`config.mk`:
```
export PLATFORM = sky130hd
export DESIGN_NAME = enc_sample_sched
export DESIGN_NICKNAME = d
export VERILOG_FILES = /design/src/rtl/enc_sample_sched.sv
export SDC_FILE = /design/constraint.sdc
export NUM_CORES = 1
export LEC_CHECK = 0
export CORE_MARGIN = 10
export CORE_UTILIZATION = 57
export DETAILED_ROUTE_END_ITERATION = 8
export GPL_TIMING_DRIVEN = 0
export PLACE_DENSITY_LB_ADDON = 0.3
export SLEW_MARGIN = 5
export SYNTH_ARGS = -nofsm -noshare
export SYNTH_HDL_FRONTEND = slang
export SYNTH_SLANG_ARGS = --single-unit
export TNS_END_PERCENT = 30
```
`constraint.sdc`:
```
create_clock -name clk -period 10 [get_ports clk]
set_input_delay 3 -clock clk [delete_from_list [all_inputs] [get_ports clk]]
set_output_delay 3 -clock clk [all_outputs]
set_load 0.02 [all_outputs]
```
`src/rtl/enc_sample_sched.sv`:
```
// Periodic snapshot of all encoder counts, then one signed delta per channel over a valid/ready stream.
// Optional macro ENC_SCHED_SEQ_EN adds an 8-bit per-set sequence number output (delta_seq).
module enc_sample_sched #(
  parameter int NUM_CH = 4,
  parameter int CNT_W  = 16,
  parameter int PERIOD = 50000,
  parameter int PER_W  = 16
) (
  input  logic                    clk,
  input  logic                    reset,
  input  logic                    enable,
  input  logic [NUM_CH*CNT_W-1:0] enc_count,
  output logic                    delta_valid,
  input  logic                    delta_ready,
  output logic [2:0]              delta_ch,
  output logic [CNT_W-1:0]        delta,
  output logic                    busy,
  output logic                    overrun,
  input  logic                    overrun_clr
`ifdef ENC_SCHED_SEQ_EN
  ,
  output logic [7:0]              delta_seq
`endif
);

  localparam int CH_W = (NUM_CH > 1) ? $clog2(NUM_CH) : 1;
  localparam logic [PER_W-1:0] TB_LAST = PER_W'(PERIOD - 1);
  localparam logic [CH_W-1:0]  CH_LAST = CH_W'(NUM_CH - 1);

  typedef enum logic [1:0] {S_IDLE, S_LOAD, S_PRESENT} state_t;

  state_t             state_q;
  logic [PER_W-1:0]   tb_q, tb_d;
  logic               tick;
  logic               primed_q;
  logic [CH_W-1:0]    ch_q;
  logic [CNT_W-1:0]   snap_q [NUM_CH];
  logic [CNT_W-1:0]   prev_q [NUM_CH];
  logic [CNT_W-1:0]   diff;
  logic               delta_valid_q;
  logic [2:0]         delta_ch_q;
  logic [CNT_W-1:0]   delta_q;
  logic               overrun_q, overrun_d;
  logic               accept;
`ifdef ENC_SCHED_SEQ_EN
  logic [7:0]         seq_q;
`endif

  // Stream handshake: a delta transfers on any clock edge where delta_valid and
  // delta_ready are both high; delta/delta_ch are held stable while valid is high.
  assign accept = delta_valid_q && delta_ready;
  assign tick   = enable && (tb_q == TB_LAST);

  always_comb begin
    tb_d = tb_q + PER_W'(1);
    if (!enable || tick) tb_d = '0;
  end

  // A tick that finds the scheduler busy is dropped; set beats clear.
  always_comb begin
    overrun_d = overrun_q;
    if (overrun_clr) overrun_d = 1'b0;
    if (tick && (state_q != S_IDLE)) overrun_d = 1'b1;
  end

  // Single shared subtractor; modulo arithmetic makes counter wrap-through correct.
  assign diff = snap_q[ch_q] - prev_q[ch_q];

  always_ff @(posedge clk) begin
    if (!reset) begin
      tb_q      <= '0;
      overrun_q <= 1'b0;
    end else begin
      tb_q      <= tb_d;
      overrun_q <= overrun_d;
    end
  end

  always_ff @(posedge clk) begin
    if (!reset) begin
      state_q       <= S_IDLE;
      ch_q          <= '0;
      primed_q      <= 1'b0;
      delta_valid_q <= 1'b0;
      delta_ch_q    <= '0;
      delta_q       <= '0;
      for (int k = 0; k < NUM_CH; k++) begin
        snap_q[k] <= '0;
        prev_q[k] <= '0;
      end
`ifdef ENC_SCHED_SEQ_EN
      seq_q         <= '0;
`endif
    end else begin
      // Disabling forgets the baseline so stale counts never produce a delta.
      if (!enable) primed_q <= 1'b0;
      case (state_q)
        S_IDLE: begin
          if (tick) begin
            if (!primed_q) begin
              for (int k = 0; k < NUM_CH; k++) prev_q[k] <= enc_count[k*CNT_W +: CNT_W];
              primed_q <= 1'b1;
            end else begin
              for (int k = 0; k < NUM_CH; k++) snap_q[k] <= enc_count[k*CNT_W +: CNT_W];
              ch_q    <= '0;
              state_q <= S_LOAD;
            end
          end
        end
        S_LOAD: begin
          delta_q       <= diff;
          prev_q[ch_q]  <= snap_q[ch_q];
          delta_ch_q    <= 3'(ch_q);
          delta_valid_q <= 1'b1;
          state_q       <= S_PRESENT;
        end
        S_PRESENT: begin
          if (accept) begin
            delta_valid_q <= 1'b0;
            if (ch_q == CH_LAST) begin
              state_q <= S_IDLE;
`ifdef ENC_SCHED_SEQ_EN
              seq_q   <= seq_q + 8'd1;
`endif
            end else begin
              ch_q    <= ch_q + CH_W'(1);
              state_q <= S_LOAD;
            end
          end
        end
        default: state_q <= S_IDLE;
      endcase
    end
  end

  assign delta_valid = delta_valid_q;
  assign delta_ch    = delta_ch_q;
  assign delta       = delta_q;
  assign busy        = (state_q != S_IDLE);
  assign overrun     = overrun_q;
`ifdef ENC_SCHED_SEQ_EN
  assign delta_seq   = seq_q;
`endif

endmodule

```
==> metrics.txt <==
run status complete, no violations; number of port buffers 89; vias in the first global route 6,044; net switching power of the design 334 uW; total cell area at the placement stage 9500 sq um; Non-Filler Instances 943; Post-Syn Nets between 700 and 800; vias post-DR 5,942; first-pass GRT wire length about 34,000 um; number of synthesis warnings 0; most used flip-flop cell after synthesis sky130_fd_sc_hd__edfxtp_1; clock buffer depth 2; Area contributors post-synth sky130_fd_sc_hd__edfxtp_1 (46%), sky130_fd_sc_hd__dfxtp_1 (10%), sky130_fd_sc_hd__mux4_2 (8.7%), sky130_fd_sc_hd__a22o_1 (6.3%), sky130_fd_sc_hd__and2_1 (4.9%); leakage dissipation around 3.7 nW; crit path kind in2reg; start point of the critical path reset; setup slack of the worst register-to-register path 5.71 ns; total of hold buffers inserted after clock tree synthesis 0; highest metal used met4; Adder-Cell Fraction of Synth Area 0.0325; capturing point of the worst reg2reg path delta[14]$_SDFFE_PN0P_; fin util 0.700; reported max-cap violation count 0; setup repair after global routing missed its margin no; Sink Count around 170; Slew HR 0.254; number of antenna violations at the first check in global routing 0; Tcrit/Tclk final 0.552; weighted congestion at the end of routability-driven global placement 0.926; clock transition at the registers of the reported paths 0.06 ns; met1 routed wirelength after detailed routing 9170 um; htree depth 4; Fmax achieved 0.181 GHz; final period demand of the worst path 5.52 ns; global-route total usage across every layer 0.225; internal cell power 1.24 mW; worst path required time 10.29 ns; Die X-Extent around 140 um; iteration-0 DRC count of the detailed router about 780; number of different library cells in the post-synthesis netlist 54; detailed-route vias per instance 6.30; Tightest Hold Check Type reg2reg; area fraction in compound gates after synthesis 0.120; DRT Pass-1 Iters 5; share of flip-flops with an asynchronous set or reset 0; Total Nets Final 836; most frequent cell after synthesis sky130_fd_sc_hd__edfxtp_1; top post-synthesis cells by count sky130_fd_sc_hd__edfxtp_1 (128), sky130_fd_sc_hd__and2_1 (65), sky130_fd_sc_hd__a22o_1 (60); Final setup viols 0; instance count after placement with tap cells included between 900 and 1,000; starting density of the core 0.576; area of the die 19,800 sq um; post-route ant nets 0; growth of design area from synthesis to finish 21.7%; total routed wirelength ~22,000 um; # diodes 0; Hold Vio Cnt, Final 0; element type at the critical path end flop; buffer type at the clock tree root sky130_fd_sc_hd__clkbuf_16; CTS tree done; half-perimeter wire length of the detailed placement result between 15,000 and 20,000 um; Final Total Pwr 1.58 mW; destination of the critical timing path snap_q[0][1]$_SDFFCE_PN0P_; Crit Path Max Fanout 10; post-route clock skew about 0.0085 ns; remaining routing DRC violations 0; part of the Yosys area used for sequential elements 0.567; number of flops mapped to enable cells by yosys ~130; multiplexer area fraction after synthesis 0.0892; sequential cell fraction of total power 0.498; grt total ovfl 0; CTS-repair resized insts 0; Post-Synthesis Cells between 600 and 700; r2r worst-path depth 11; Cell Area, Synth a little over 8000 sq um; synthesized area divided by synthesized cell count 13.1 sq um; clock latency on the worst-skew pair between 0.4 and 0.5 ns; number of buffers inserted during clock tree synthesis 17; xor/xnor share of the synthesized area 0.0200; worst-case hold slack 0.459 ns; simple-gate share of the synthesized area 0.135; wire length per cell after detailed routing 23.3 um; crit path DAT 5.82 ns; met3 WL post-DR ~1900 um; area share of the leading cell type in the synthesized netlist 0.463; CORE AREA 14,400 sq um; main combinational cell family by area after synthesis simple AND/OR/NAND/NOR gates; Final Slew Violations 0; proportion of total power due to net switching 0.212; final instance area 10,100 sq um; portion of total power attributed to the clock network 0.423; transition time at the pin with the least slew margin about 1.1 ns; vertical die dimension 141 um; site row count 44; fraction of final layout cells with drive strength greater than 1 0.125; post-CTS setup buffer count 0; pin count of the biggest net entering global routing 22; met2 routed wirelength 10,300 um; worst IR drop on VDD approximately 0.11 mV; total I/O pin count 91; portion of total power attributed to combinational logic 0.079; post-synthesis register bit count 171; startpoint types input port; P per Cell Area approximately 160 nW/um^2; biggest area consumer among synthesized cells sky130_fd_sc_hd__edfxtp_1
-- area by class of cell --
class | instances | area, sq um
multi-input cells | 400 | 3310
inverters | 25 | 93.8
plain buffers | 39 | 208
fillers | 988 | 4320
clock buffers | 27 | 557
flip-flops and latches | 171 | 4700
well taps | 184 | 230
repair buffers | 92 | 948
clock inverters | 5 | 50.0
-- cells by family after synthesis --
family / Yosys count
compound gates: 130
xor+xnor: 19
fa+ha+maj: 21
buf+inv: 64
flops: 171
mux: 34
other cells: 1
simple gates: 195
-- worst max-delay path: stages --
cell and delay [ns]:
sky130_fd_sc_hd__clkdlybuf4s50_1 0.57, sky130_fd_sc_hd__clkbuf_1 0.39, sky130_fd_sc_hd__nand3_1 0.14, sky130_fd_sc_hd__nor3_1 0.87
sky130_fd_sc_hd__clkbuf_1 0.61, sky130_fd_sc_hd__and2_1 0.23
-- per-stage QoR --
step | setup slack, ns | TNS, ns
floorplan | 1.31 | 0
global placement | -0.977 | -62.25
detailed placement | 4.10 | 0
CTS | 4.50 | 0
global route | 4.34 | 0
finish | 4.48 | 0
-- sequential cells by signal, summed over array words and instances, names as in the netlist, named ones only --
signal,flops
ch_q,2
snap_q,64
delta,16
overrun,1
prev_q,64
state_q,2
tb_q,16
primed_q,1
delta_ch,2
delta_valid,1
-- power groups by stage --
stage | Combinational, mW | Sequential, mW | Clock (mW)
after floorplan | 0.0652 | 0.799 | 0
after global placement | 0.117 | 0.801 | 0
after detailed placement | 0.122 | 0.800 | 0
after CTS | 0.124 | 0.785 | 0.670
after global routing | 0.135 | 0.787 | 0.699
final | 0.125 | 0.785 | 0.667
-- per-layer routing --
layer / track usage / vias to the layer above
met5: 0 / -
met4: 0.0832 / 0
met3: 0.0638 / 38
met2: 0.351 / 304
met1: 0.292 / 2968
li1: - / 2632
-- layout by cell type (no fill, tap or decap), types with 7 or more instances in the layout --
cell and instances:
sky130_fd_sc_hd__edfxtp_1 128, sky130_fd_sc_hd__clkdlybuf4s50_1 89, sky130_fd_sc_hd__and2_1 65, sky130_fd_sc_hd__a22o_1 60
sky130_fd_sc_hd__dfxtp_1 43, sky130_fd_sc_hd__nor2_1 33, sky130_fd_sc_hd__mux4_2 32, sky130_fd_sc_hd__clkbuf_1 24
sky130_fd_sc_hd__inv_1 24, sky130_fd_sc_hd__a21oi_1 23, sky130_fd_sc_hd__nand2_1 23, sky130_fd_sc_hd__ha_1 20
sky130_fd_sc_hd__nand3_1 19, sky130_fd_sc_hd__clkbuf_16 19, sky130_fd_sc_hd__xor2_1 13, sky130_fd_sc_hd__a21o_1 10
sky130_fd_sc_hd__and3_1 9, sky130_fd_sc_hd__or3_1 9, sky130_fd_sc_hd__nand2b_1 9, sky130_fd_sc_hd__o21ai_0 9
sky130_fd_sc_hd__buf_6 7
-- worst min-delay path by stage --
stage                             start                       end  slack, ns  cells after the start
2_1_floorplan        tb_q[0]$_SDFF_PP0_        tb_q[0]$_SDFF_PP0_       0.43                      1
3_3_place_gp         tb_q[0]$_SDFF_PP0_        tb_q[0]$_SDFF_PP0_       0.44                      1
3_5_place_dp      delta[2]$_SDFFE_PN0P_     delta[2]$_SDFFE_PN0P_       0.45                      2
4_1_cts           delta[2]$_SDFFE_PN0P_     delta[2]$_SDFFE_PN0P_       0.46                      2
5_1_grt        delta_ch[1]$_SDFFE_PN0P_  delta_ch[1]$_SDFFE_PN0P_       0.47                      2
6_report          delta[2]$_SDFFE_PN0P_     delta[2]$_SDFFE_PN0P_       0.46                      2
(Power assumes the default switching activity.)
